`src/rtl/aes_round_ctrl_pkg.sv`:
```
// Shared constants for the AES-128 round sequencer: FSM encodings, round count
// and Rcon seed/reduction polynomial.
package aes_round_ctrl_pkg;

  localparam logic [1:0] S_IDLE  = 2'd0;
  localparam logic [1:0] S_INIT  = 2'd1;
  localparam logic [1:0] S_ROUND = 2'd2;
  localparam logic [1:0] S_DONE  = 2'd3;

  localparam int         AES_NR    = 10;
  localparam logic [7:0] RCON_INIT = 8'h01;
  localparam logic [7:0] RCON_POLY = 8'h1B;

endpackage

```
`src/rtl/aes_rcon_gen.sv`:
```
// Rcon register for the key schedule: reloads to 01 on load, steps by
// xtime (multiply by x in GF(2^8)) on advance.
module aes_rcon_gen
  import aes_round_ctrl_pkg::*;
#(
  parameter int W = 8
) (
  input  logic         clk,
  input  logic         rst_,
  input  logic         load,
  input  logic         advance,
  output logic [W-1:0] rcon
);

  localparam logic [W-1:0] INIT = W'(RCON_INIT);
  localparam logic [W-1:0] POLY = W'(RCON_POLY);

  logic [W-1:0] r_rcon;
  logic [W-1:0] w_xtime;

  assign w_xtime = {r_rcon[W-2:0], 1'b0} ^ (r_rcon[W-1] ? POLY : '0);

  // NOTE: sequential state is updated with <= so every register samples the
  // pre-edge values of its neighbours, regardless of block ordering.
  always_ff @(posedge clk or negedge rst_) begin
    if (!rst_) begin
      r_rcon <= INIT;
    end else if (load) begin
      r_rcon <= INIT;
    end else if (advance) begin
      r_rcon <= w_xtime;
    end
  end

  assign rcon = r_rcon;

endmodule

```
`src/rtl/aes_round_ctrl.sv`:
```
// Sequencer for the iterative AES-128 datapath: start handshake, load, NR rounds,
// result hold. Optional 1-deep start queue enabled by defining AES_CMD_QUEUE_EN.
module aes_round_ctrl
  import aes_round_ctrl_pkg::*;
#(
  parameter int NR      = AES_NR,
  parameter int ROUND_W = 4,
  parameter int RCON_W  = 8
) (
  input  logic               clk,
  input  logic               rst_,
  input  logic               start,
  output logic               start_ack,
  output logic               ready,
  output logic               load_state,
  output logic               load_key,
  output logic               round_en,
  output logic [ROUND_W-1:0] round,
  output logic [RCON_W-1:0]  rcon,
  output logic               last_round,
  output logic               cipher_valid,
  input  logic               out_ack,
  output logic               busy_err
);

  localparam logic [ROUND_W-1:0] ROUND_LAST = ROUND_W'(NR);

  logic [1:0]         r_state;
  logic [1:0]         w_state_next;
  logic [ROUND_W-1:0] r_round;
  logic               r_busy_err;
  logic               w_last;
  logic               w_start_busy;
  logic               w_ack_done;
  logic               w_take_pending;
  logic               w_busy_err_next;

  assign w_last       = (r_state == S_ROUND) && (r_round == ROUND_LAST);
  assign w_start_busy = start && (r_state != S_IDLE);
  assign w_ack_done   = out_ack && (r_state == S_DONE);

`ifdef AES_CMD_QUEUE_EN
  logic r_pending;
  logic w_queue;

  // A start arriving together with out_ack in S_DONE is dropped, not queued.
  assign w_queue         = w_start_busy && !r_pending && !w_ack_done;
  assign w_take_pending  = w_ack_done && r_pending;
  assign w_busy_err_next = w_start_busy && !w_queue;

  always_ff @(posedge clk or negedge rst_) begin
    if (!rst_) begin
      r_pending <= 1'b0;
    end else if (w_take_pending) begin
      r_pending <= 1'b0;
    end else if (w_queue) begin
      r_pending <= 1'b1;
    end
  end
`else
  assign w_take_pending  = 1'b0;
  assign w_busy_err_next = w_start_busy;
`endif

  // NOTE: the default assignment first keeps this block purely combinational;
  // a path that leaves w_state_next unassigned would infer a latch.
  always_comb begin
    w_state_next = r_state;
    case (r_state)
      S_IDLE:  if (start)      w_state_next = S_INIT;
      S_INIT:                  w_state_next = S_ROUND;
      S_ROUND: if (w_last)     w_state_next = S_DONE;
      S_DONE:  if (w_ack_done) w_state_next = w_take_pending ? S_INIT : S_IDLE;
      default:                 w_state_next = S_IDLE;
    endcase
  end

  always_ff @(posedge clk or negedge rst_) begin
    if (!rst_) begin
      r_state    <= S_IDLE;
      r_round    <= '0;
      r_busy_err <= 1'b0;
    end else begin
      r_state    <= w_state_next;
      r_busy_err <= w_busy_err_next;
      if (r_state == S_INIT) begin
        r_round <= ROUND_W'(1);
      end else if (r_state == S_ROUND) begin
        r_round <= w_last ? '0 : r_round + ROUND_W'(1);
      end
    end
  end

  // Rcon holds its final value after the last round; it is reseeded in S_INIT.
  aes_rcon_gen #(
    .W (RCON_W)
  ) u_rcon_gen (
    .clk     (clk),
    .rst_    (rst_),
    .load    (r_state == S_INIT),
    .advance ((r_state == S_ROUND) && !w_last),
    .rcon    (rcon)
  );

  assign ready        = (r_state == S_IDLE);
  assign start_ack    = (r_state == S_INIT);
  assign load_state   = (r_state == S_INIT);
  assign load_key     = (r_state == S_INIT);
  assign round_en     = (r_state == S_ROUND);
  assign round        = r_round;
  assign last_round   = w_last;
  assign cipher_valid = (r_state == S_DONE);
  assign busy_err     = r_busy_err;

endmodule

```
`config.mk`:
```
export PLATFORM = sky130hd
export DESIGN_NAME = aes_round_ctrl
export DESIGN_NICKNAME = d
export VERILOG_FILES = /design/src/rtl/aes_round_ctrl_pkg.sv /design/src/rtl/aes_rcon_gen.sv /design/src/rtl/aes_round_ctrl.sv
export SDC_FILE = /design/constraint.sdc
export NUM_CORES = 1
export LEC_CHECK = 0
export ABC_AREA = 1
export CELL_PAD_IN_SITES_DETAIL_PLACEMENT = 2
export CELL_PAD_IN_SITES_GLOBAL_PLACEMENT = 2
export CORE_MARGIN = 4
export CORE_UTILIZATION = 25
export CTS_BUF_LIST = sky130_fd_sc_hd__clkbuf_4
export DETAILED_ROUTE_END_ITERATION = 8
export PLACE_DENSITY_LB_ADDON = 0.12
export SYNTH_ARGS = -nofsm -noshare
export SYNTH_HDL_FRONTEND = slang
export SYNTH_SLANG_ARGS = --single-unit
```
`constraint.sdc`:
```
create_clock -name clk -period 1.2 [get_ports clk]
set_input_delay 0.18 -clock clk [delete_from_list [all_inputs] [get_ports clk]]
set_output_delay 0.18 -clock clk [all_outputs]
set_load 0.05 [all_outputs]
```
======== After elaboration in Yosys (flattened, before gate mapping) ========
Index checks and enable logic that the tools add are counted.
W data, S select, Z words.
storage, ports and cells
  register bits ........................... 15
  bits in latches ......................... 0
  memory bits (writable) .................. 0
  ROM bits ................................ 0
  input bits .............................. 4
  output and inout bits ................... 20
  logic and storage cells ................. 33
  memories ................................ 0
cells by class
  $add $sub $neg .......................... 1
  multipliers ............................. 0
  divide/modulo/power cells ............... 0
  magnitude comparators ................... 0
  eq/ne operators ......................... 7
  shift-type cells ........................ 0
  multiplexer cells ....................... 10
  bitwise operators ....................... 1
  reductions and logical operators ........ 10
operators by type and width
  kind                   count
  $mux W8                2
  $mux W4                3
  $pmux W2 S4            1
  $xor A8 B8 Y8          1
  $mux W2                3
  $reduce_bool A2 Y1     3
  $mux W5                1
  $add A4 B1 Y4 const B  1
  $eq A2 B2 Y1 const B   2
  $eq A4 B4 Y1 const B   1
  $logic_and A1 B1 Y1    4
  $ne A2 B1 Y1 const B   2
  $reduce_and A3 Y1      1
  $eq A2 B1 Y1 const B   1
  $logic_not A2 Y1       1
  $ne A2 B2 Y1 const B   1
  $logic_not A1 Y1       1

======== Longest topological paths before layout ========
  word-level depth ........................ 6
  mapped depth ............................ 8
  depth with buffers taken out ............ 8

======== Modules after synthesis ========
Synthesis repeated with hierarchy kept, for this count alone.
second synthesis, totals
  cell total of the unflattened synthesis .. 103
  area, all modules ....................... 835.8 sq um
by module, submodules not included
  module          times used  cells each  area each (sq um)  sequential area each (sq um)
  aes_round_ctrl  1           60          473.0              175.2
  aes_rcon_gen    1           43          362.8              201.4

======== Worst setup path after synthesis ========
Ideal clock, no wire load.
  path kind ............................... flip-flop to output port
  start point ............................. register r_state[0]
  end point ............................... output port last_round
  data arrival time ....................... 1.684 ns
  required time ........................... 1.020 ns
  setup slack ............................. -0.664 ns
  stages on the path, launching flop included .. 5
  buffers on the path ..................... 0
  path through ............................ dfrtp_1 inv_1 ha_1 nand4_1 inv_1
on the way
  word-level cells in the longest chain between the ends .. 2
RTL lines
  item                    RTL line              RTL
  start, declared         aes_round_ctrl.sv:28  logic [1:0] r_state;
  start signal, assigned  aes_round_ctrl.sv:84  r_state <= w_state_next;
  $eq A2 B2 Y1            -
  via round_en            aes_round_ctrl.sv:17  output logic round_en,
  $logic_and A1 B1 Y1     aes_round_ctrl.sv:38  assign w_last = (r_state == S_ROUND) && (r_round == ROUND_LAST);
  end, declared           aes_round_ctrl.sv:20  output logic last_round,
The timed path passes the listed nets, and every way through them passes these cells.

======== Worst setup path after layout ========
  start point ............................. register r_state[0]
  end point ............................... output port last_round
on the way
  word-level cells in the longest chain between the ends .. 2
RTL lines
  item                 RTL line
  $eq A2 B2 Y1         aes_round_ctrl.sv:38
  $logic_and A1 B1 Y1  aes_round_ctrl.sv:38
No other way between the ends.

==> flow_summary.toml <==
[die]
ioPinCount = 24
core_area_mm2 = 0.00313
num_rows = 20
die_y_um = 65.8
die_width_um = 65.8
die_area_mm2 = 0.00433
start_util = 0.267

[clock_network]
htreeDepth = 1
cts_root_buf = "clkbuf_4"
cts.sinks = 15
cts_tree = "built"
clk_pin_slew_ps = 100
clk_path_buf_depth = 2
clk_latency_ps = 290
numCtsBuffers = 3

[layout]
utilization = 0.562
drive_gt1_frac = 0.614
areaGrowthSynthToFinish_pct = 110
antennaDiodeCount = 0
nNetsFinal = 164

[drt]
drtIter0Drc = 27
drt-total-wl_mm = 3.98
drc = 0
drt-pass1-iter-count = 4
ant_nets = 0
drt-wirelength-per-cell_um = 20.2
vias = 925
routed_via_density = 4.70

[setup_path]
reg2reg_from = "r_state[0]"
cp_num_buf_inv = 3
r2r_cells = 7
r2r-end = "u_rcon_gen.rcon[3]"
critPathArrivalTime_ps = 1420
slowest_delay_ps = 430
cp.depth = 5
slowest_stage = "dfrtp_1"
cp-startpoint = "r_state[0]"
endpoint_kind = "output port"
crit_family = "flip-flops"
start_kind = "flop"
critical_path_required_ps = 1020
path_cells = "inv_2 > ha_4 > nand4_1 > inv_4 > buf_12"
cp-endpoint = "last_round"
crit_type = "reg2out"
path_max_fanout = 3
reg2reg_slack_ps = -290

[sta]
finalCritPeriodShare = 1.33
timing.final.max_slew_violations = 0
setup_viol = 25
min_period_ps = 1600
tightest_slew_ps = 267
fmax_ghz = 0.627
slew-limit-headroom = 0.822
fin_setup_tns_ps = -4620
finalHoldViolCount = 0
worst_clock_skew_ps = 5.67
setup_slack_ps = -395
rsz0062_at_grt = "yes"

[power]
clock_power_share = 0.057
powerDensity_mw_per_mm2 = 3360
combPwrFrac = 0.779
p_seq_frac = 0.164
switching_share = 0.493
peakVddDrop_mv = 1.52
switchingPower_mw = 2.92
p_int_mw = 3.00
power_leakage_nw = 0.785

[flow_run]
maxCapViolCount = 0

[synth]
postSynth.asyncResetShare = 1.00
ys_seq_area_frac = 0.451
syn_inst = 102
yosysUniqueCellTypes = 18
syn-num-nets = 112
synth_enable_flop_cells = 0
syn_area_um2 = 836
ys_warn_count = 0
synth_ff_type = "dfrtp_1"
ys_ff_latch = 15
synth.avg_cell_area_um2 = 8.19

[outcome]
violations = "setup timing"
outcome = "finished with violations"

[global_routing]
grt_pass1_vias = 1050
antenna_found_initial = 0
grt_usage = 0.186
grt_overflow_total = 0
grt_max_degree = 16
grt_pass1_wl_mm = 5.84

[placed_design]
place.gp.congestion = 0.698
hpwl_mm = 2.14
port_buffers = 23
dp_slack_ps = -200

[hold_path]
min_path_type = "in2async"
-- layer usage --
| metal | global-route usage | up-vias | wire length, um |
|---|---|---|---|
| li1 | - | 427 | - |
| met1 | 0.203 | 471 | 1680 |
| met2 | 0.332 | 23 | 2130 |
| met3 | 0.0493 | 4 | 130 |
| met4 | 0.0881 | 0 | 35 |
| met5 | 0 | - | 0 |
-- repair_timing --
item,in CTS,in global routing
hold buffers,0,0
resized for setup,37,21
pin swaps,4,8
cloned,1,0
endpoints found under the setup margin,27,26
hold endpoints to repair,0,0
setup buffers,10,7
-- area by class of cell --
type / count / area (um2)
repair buffers: 50 / 674
clock buffers: 4 / 30.0
well taps: 44 / 55.1
inverters: 13 / 56.3
multi-input cells: 71 / 559
flip-flops and latches: 15 / 384
fillers: 310 / 1370
-- power by group through the flow --
stage / clock [mW] / sequential [mW] / combinational (mW)
floorplan: 0 / 1.35 / 1.43
global placement: 0 / 0.895 / 3.45
detailed placement: 0 / 0.912 / 3.55
CTS: 0.343 / 0.914 / 4.16
global route: 0.381 / 0.989 / 4.89
finish: 0.336 / 0.970 / 4.61
-- sequential cells by signal, indices dropped and copies added (netlist names) --
| register | flops |
|---|---|
| r_state | 2 |
| round | 4 |
| busy_err | 1 |
| u_rcon_gen.rcon | 8 |
-- metrics by stage --
| step | hold WS, ps | instance area (um2) | std cells | power [mW] |
|---|---|---|---|---|
| after floorplan | -116 | 881 | 102 | 2.78 |
| final | 207 | 1760 | 197 | 5.92 |
| after detailed placement | 522 | 1460 | 182 | 4.47 |
| after CTS | 200 | 1650 | 194 | 5.42 |
| after global routing | 224 | 1760 | 197 | 6.26 |
| after global placement | 517 | 1460 | 182 | 4.34 |
-- worst min-delay path by stage --
| stage | to | slack (ps) | start | cells after the start |
|---|---|---|---|---|
| 5_1_grt | busy_err | 220 | rst_ | 2 |
| 3_3_place_gp | u_rcon_gen.rcon[0] | 520 | u_rcon_gen.rcon[0] | 2 |
| 4_1_cts | round[2] | 200 | rst_ | 2 |
| 6_report | round[0] | 210 | rst_ | 2 |
| 2_1_floorplan | busy_err | -120 | rst_ | 0 |
| 3_5_place_dp | r_state[1] | 520 | rst_ | 2 |
-- cells in the final DEF (no fill, tap or decap), drive strengths merged --
cell type      count
buf               47
dfstp              1
nand4              3
clkdlybuf4s50      3
nand3             11
dfrtp             14
nand2             30
or2                1
inv               13
o21ai              7
clkbuf             4
a21oi              6
xnor2              1
nor2               6
ha                 6
-- Yosys cell counts (2+ instances only) --
cell type   n  share of area
a21oi_1     6          0.036
buf_4       2          0.018
buf_6       2          0.027
dfrtp_1    14           0.42
ha_1        6          0.090
inv_1      12          0.054
nand2_1    28           0.13
nand3_1    10          0.060
nand4_1     3          0.022
nor2_1      6          0.027
o21ai_0     5          0.030
o21ai_1     2          0.012
-- cell families after synthesis --
logic type      synth area share
simple gates               0.268
buf+inv                    0.103
flops                      0.451
compound gates            0.0778
fa+ha+maj                 0.0898
xor+xnor                  0.0105
-- worst reg2reg max path, delay by kind of cell, from the launching register on --
kind	cells	cell delay, ps
flops	1	430
fa+ha+maj	1	170
compound gates	3	360
buf+inv	3	460
Power figures use the tool's default switching activity.
==> edit 1 (same flow settings) <==
Set the parameter `ROUND_W` to 3 (it was 4).
--- a/src/rtl/aes_round_ctrl.sv
+++ b/src/rtl/aes_round_ctrl.sv
@@ -5,5 +5,5 @@
 #(
   parameter int NR      = AES_NR,
-  parameter int ROUND_W = 4,
+  parameter int ROUND_W = 3,
   parameter int RCON_W  = 8
 ) (
Interface: changed (resized round); port bits go from 24 to 23. The function was not compared with the original's and may differ.
==> edit 1 against the original RTL <==
The flow still finishes with violations (negative setup slack); core utilization grew 1.5 points; setup slack gained 0.063 ns; count of clock-buffer cells in the layout shrank 1; routed wire length shrank 18%; sequential cell count shrank 1; area after synthesis shrank 8.8%; cell area shrank 7.2%; total power shrank 6.9%; critical endpoint unchanged; largest cell class unchanged.
==> edit 1: results (changes against the original RTL) <==
outcome=finished with violations; failing checks=negative setup slack; Worst path max stage delay=0.40 ns (-0.03 ns); Inserted Clock Buffers=3 (unchanged); post-synthesis sequential area ratio=46.1% (+1.1 points); arrival time of the worst setup path=1.35 ns (-0.07 ns); first-pass GRT wire length=5020 um (-14%); vias in the first global route=957 (-8.9%); ranking of synthesized cells by area=dfrtp_1 43%, nand2_1 13%, ha_1 9.9%; Post-DRT Antenna Nets=0 (unchanged); Routed WL per cell=19.2 um (-5.1%); I/O Buffers=22 (-4.3%); 1st-iter DRT viols=28 (+3.7%); internal power of the cells=2900 uW (-3.2%); asr flop ratio synth=100% (unchanged); placed instance count=154 (-15%); Synth Net Count=99 (-12%); Warnings, synthesis=0 (unchanged); EDFF count, synth=0 (unchanged); non-filler cells, final=170 (-14%); Cells after Synth=89 (-13%); max reg flops=8 (unchanged); Filler cells=266 (-14%); Max H-tree Level=1 (unchanged); Clock Path Buffers=2 (unchanged); DR pass1 iterations=4 (unchanged); Slew Limit Headroom=83.5% (+1.3 points); worst-path maximum fanout=3 (unchanged); via-per-instance ratio=4.75 (+1.1%); VDD IR-drop max=1820 uV (+19%); Total Routing Usage GR=16.4% (-2.3 points); Hold Path Class=in2async; Clock Tree Root=clkbuf_4; commonest non-fill, non-tap cell in the layout=nand2_1; CTS clk-pin slew, worst paths=0.11 ns; initial antenna violation count=0 (unchanged); final setup vio count=21 (-16%); gp weighted congestion=0.708 (+1.4%); share of layout cells above drive strength 1=60.4% (-1.0 points); P_leak=0.000781 uW (-0.54%); pin count of the biggest net entering global routing=15 (-1); most instantiated cells after synthesis=26 x nand2_1, 13 x dfrtp_1, 11 x nand3_1, 10 x inv_1, 6 x ha_1; clock latency at the later pin of the worst-skew pair=0.29 ns (about the same); diodes inserted=0 (unchanged); largest area contributor in the netlist=dfrtp_1; Cell variety after synth=18 (unchanged); Crit path max-delay family=buffers and inverters; CP max-delay cell=dfrtp_1; Clock Skew=0.0134 ns (+0.00775 ns); Final WS setup=-0.333 ns (+0.0628 ns); Detail Placement HPWL=1890 um (-12%)
-- edit 1: cell count changes after synthesis, moves of 2 or more --
cell,change
xor2_1,+3
o21ai_1,-2
inv_1,-2
a21oi_1,-2
nor2_1,-2
nand2_2,+2
nand4_1,-2
nand2_1,-2
o21ai_0,-5
-- edit 1: power groups by stage --
stage	combinational, uW	clock, uW	sequential [uW]
after floorplan	1560	0	1220
after global placement	3460	0	824
final	4360	301	850
after detailed placement	3550	0	839
after CTS	3950	321	834
after global routing	4650	334	875
-- edit 1: cells by family (layout without fill, tap and decap cells) --
group | after synthesis | count (layout) | synth area share, %
AOI/OAI and AO/OA | 5 | 5 | 3.45
xor gates and xnor gates | 3 | 3 | 3.45
adders and majority gates | 6 | 6 | 9.85
buffers and inverters | 15 | 65 | 9.52
DFF | 14 | 14 | 46.1
and+or+nand+nor | 46 | 46 | 27.6
-- edit 1: cell type report --
cell class	instances	area share (%)
timing repair buffer	50	41.6
multi-input combinational	60	29.4
sequential	14	21.8
inverter	11	3.14
tap	31	2.38
clock buffer	3	1.38
clock inverter	1	0.230
-- edit 1: worst paths after layout --
path / from / end / depth (start not counted) / slack (ns)
worst max-delay path: r_state[0]$_DFFE_PN0P_ / last_round / 6 / -0.33
worst min-delay path: rst_ / busy_err$_DFF_PN0_ / 2 / 0.20
worst max register to register: r_state[1]$_DFFE_PN0P_ / u_rcon_gen.rcon[4]$_DFFE_PN0P_ / 6 / -0.27
worst min register to register: round[0]$_DFFE_PN0P_ / round[0]$_DFFE_PN0P_ / 3 / 0.59
max in group asynchronous: rst_ / u_rcon_gen.rcon[0]$_DFFE_PN1P_ / 2 / 0.75
min in group clk: start / busy_err$_DFF_PN0_ / 3 / 0.50
-- edit 1: per-stage QoR --
stage | setup TNS (ns) | setup slack (ns) | area (um^2) | total power (uW) | hold slack, ns
5_1_grt | -6.25 | -0.407 | 1630 | 5860 | 0.215
6_report | -4.53 | -0.333 | 1630 | 5510 | 0.196
4_1_cts | -4.08 | -0.343 | 1530 | 5110 | 0.205
3_3_place_gp | -0.411 | -0.0474 | 1400 | 4280 | 0.512
2_1_floorplan | -1.18 | -0.109 | 848 | 2780 | -0.116
3_5_place_dp | -0.893 | -0.0924 | 1400 | 4390 | 0.519
-- edit 1: what timing repair did --
action,CTS,global route
hold buffers,0,0
gates cloned,0,0
setup endpoints to repair,22,26
pin swaps,11,6
setup buffers,9,6
gates resized for setup,15,18
-- edit 1: metal layers --
layer | GRT usage [%] | vias up | share of wire [%]
li1 | - | 377 | -
met1 | 19.3 | 409 | 41
met2 | 29.8 | 17 | 54
met3 | 2.66 | 4 | 2.8
met4 | 5.66 | 0 | 1.9
met5 | 0 | - | 0
==> edit 2 (same settings) <==
Made on the original files. Remove the register `r_busy_err`: a continuous assignment takes its place, so the output `busy_err` follows one clock earlier.
--- a/src/rtl/aes_round_ctrl.sv
+++ b/src/rtl/aes_round_ctrl.sv
@@ -80,8 +80,6 @@
       r_state    <= S_IDLE;
       r_round    <= '0;
-      r_busy_err <= 1'b0;
     end else begin
       r_state    <= w_state_next;
-      r_busy_err <= w_busy_err_next;
       if (r_state == S_INIT) begin
         r_round <= ROUND_W'(1);
@@ -91,4 +89,6 @@
     end
   end
+
+  assign r_busy_err = w_busy_err_next;
 
   // Rcon holds its final value after the last round; it is reseeded in S_INIT.
Check against the original RTL: not equivalent (a bounded check fails within 4 cycles, from zero or initial values and one cycle with rst_ low).
==> edit 2 against the original RTL <==
The run still ends with negative setup slack left; non-clock buffer count rose by 5; synthesized cell count decreased by 0.98%; cell count increased by 2.0%; cell area rose by 5.5%; sequential cell count fell by 1; setup slack improved by 0.0051 ns; area after synthesis fell by 3.0%; critical path depth is 1 higher; register-to-register slack got worse by 0.05 ns; routed wire length is 17% higher.
Power is left out: the tool's default activity adds up to more than one toggle a clock period on the data nets, which glitch-free logic cannot reach.
==> edit 2: results (changes against the original RTL) <==
outcome=finished with violations; failing checks=negative setup slack; DR pass1 iterations=4 (unchanged); Worst Max-Slew Pin Slew=0.259 ns (-0.00812 ns); via-per-instance ratio=4.76 (+1.4%); Clock Skew=0.00457 ns (-0.00110 ns); pin count of the biggest net entering global routing=16 (unchanged); Final WS setup=-0.390 ns (+0.00509 ns); worst-path maximum fanout=2 (-1); first-pass GRT wire length=5680 um (-2.8%); placed instance count=180 (-1.1%); Synth Area in Compound Gates=8.02% (+0.24 points); XOR/XNOR Fraction of Synth Area=1.08% (+0.032 points); vias in the first global route=1,078 (+2.7%); Congestion Overflow GR=0 (unchanged); final net count=168 (+2.4%); Total Routing Usage GR=18.4% (-0.24 points); most instantiated cells after synthesis=28 x nand2_1, 13 x dfrtp_1, 12 x inv_1, 10 x nand3_1; Synth Net Count=111 (-0.89%); CP startpoint=r_state[0]$_DFFE_PN0P_; Cells after Synth=101 (-0.98%); post-synthesis sequential area ratio=43.4% (-1.7 points); final setup vio count=24 (-4.0%); met3 Usage GRT=4.85% (-0.079 points); final wirelength=4670 um (+17%); post-placement cell area=0.00143 mm^2 (-1.7%); Adder-Cell Fraction of Synth Area=9.26% (+0.28 points); share of layout cells above drive strength 1=70.1% (+8.6 points); met1 usage=20.8% (+0.45 points); reg2reg start=r_state[1]$_DFFE_PN0P_; Filler cells=281 (-9.4%); grt met2 use=33.1% (-0.089 points); Warnings, synthesis=0 (unchanged); Clock Tree Root=clkbuf_4; register area=359 um^2 (-6.5%); Placement Setup Slack=-0.138 ns (+0.0619 ns); Detail Placement HPWL=2060 um (-3.9%); accumulated negative setup slack=-6.52 ns (-1.90 ns); Inserted Clock Buffers=3 (unchanged); Routed WL per cell=23.2 um (+15%); ranking of synthesized cells by area=dfrtp_1 40%, nand2_1 13%, ha_1 9.3%; I/O Buffers=23 (unchanged); gp weighted congestion=0.758 (+8.5%); 1st-iter DRT viols=16 (-41%)
-- edit 2: layout make-up --
cell class / count / share of cell area (%)
Timing Repair Buffer: 55 / 39.6
Sequential cell: 14 / 19.3
Tap cell: 44 / 2.96
Clock inverter: 1 / 0.202
Multi-Input combinational cell: 71 / 33.6
Inverter: 13 / 3.17
Clock buffer: 3 / 1.21
-- edit 2: worst max-delay path: stages (launching register included) --
cell     delay (ns)
dfrtp_1        0.43
inv_2          0.11
ha_4           0.15
nand4_1        0.10
buf_6          0.15
inv_4          0.05
buf_12         0.12
-- edit 2: kinds of logic (layout without fill, tap and decap cells) --
kind of cell,after synthesis,in the layout
buf+inv,17,72
xor+xnor,1,1
flops,14,14
simple gates,50,51
compound gates,13,13
fa+ha+maj,6,6
-- edit 2: final timing paths --
check                      cells past startpoint  slack (ns)                        endpoint
hold / removal                                 2        0.21  u_rcon_gen.rcon[5]$_DFFE_PN0P_
setup / recovery                               6       -0.39                      last_round
min in group clk                               2        0.62  u_rcon_gen.rcon[5]$_DFFE_PN0P_
max in group asynchronous                      2        0.74  u_rcon_gen.rcon[0]$_DFFE_PN1P_
hold reg to reg                                2        0.62  u_rcon_gen.rcon[5]$_DFFE_PN0P_
setup reg to reg                               8       -0.34          r_state[1]$_DFFE_PN0P_
-- edit 2: metal layers --
metal / vias to the layer above / part of all wire, % / wire (um)
met2: 22 / 55 / 2560
met5: - / 0 / 0
met4: 0 / 1.9 / 88
met3: 8 / 3.5 / 162
li1: 432 / - / -
met1: 495 / 40 / 1860
-- edit 2: timing repair --
item | in CTS | in global routing
pin swaps | 9 | 9
buffers inserted | 9 | 12
cloned | 0 | 1
endpoints found under the setup margin | 26 | 28
resized for setup | 39 | 41
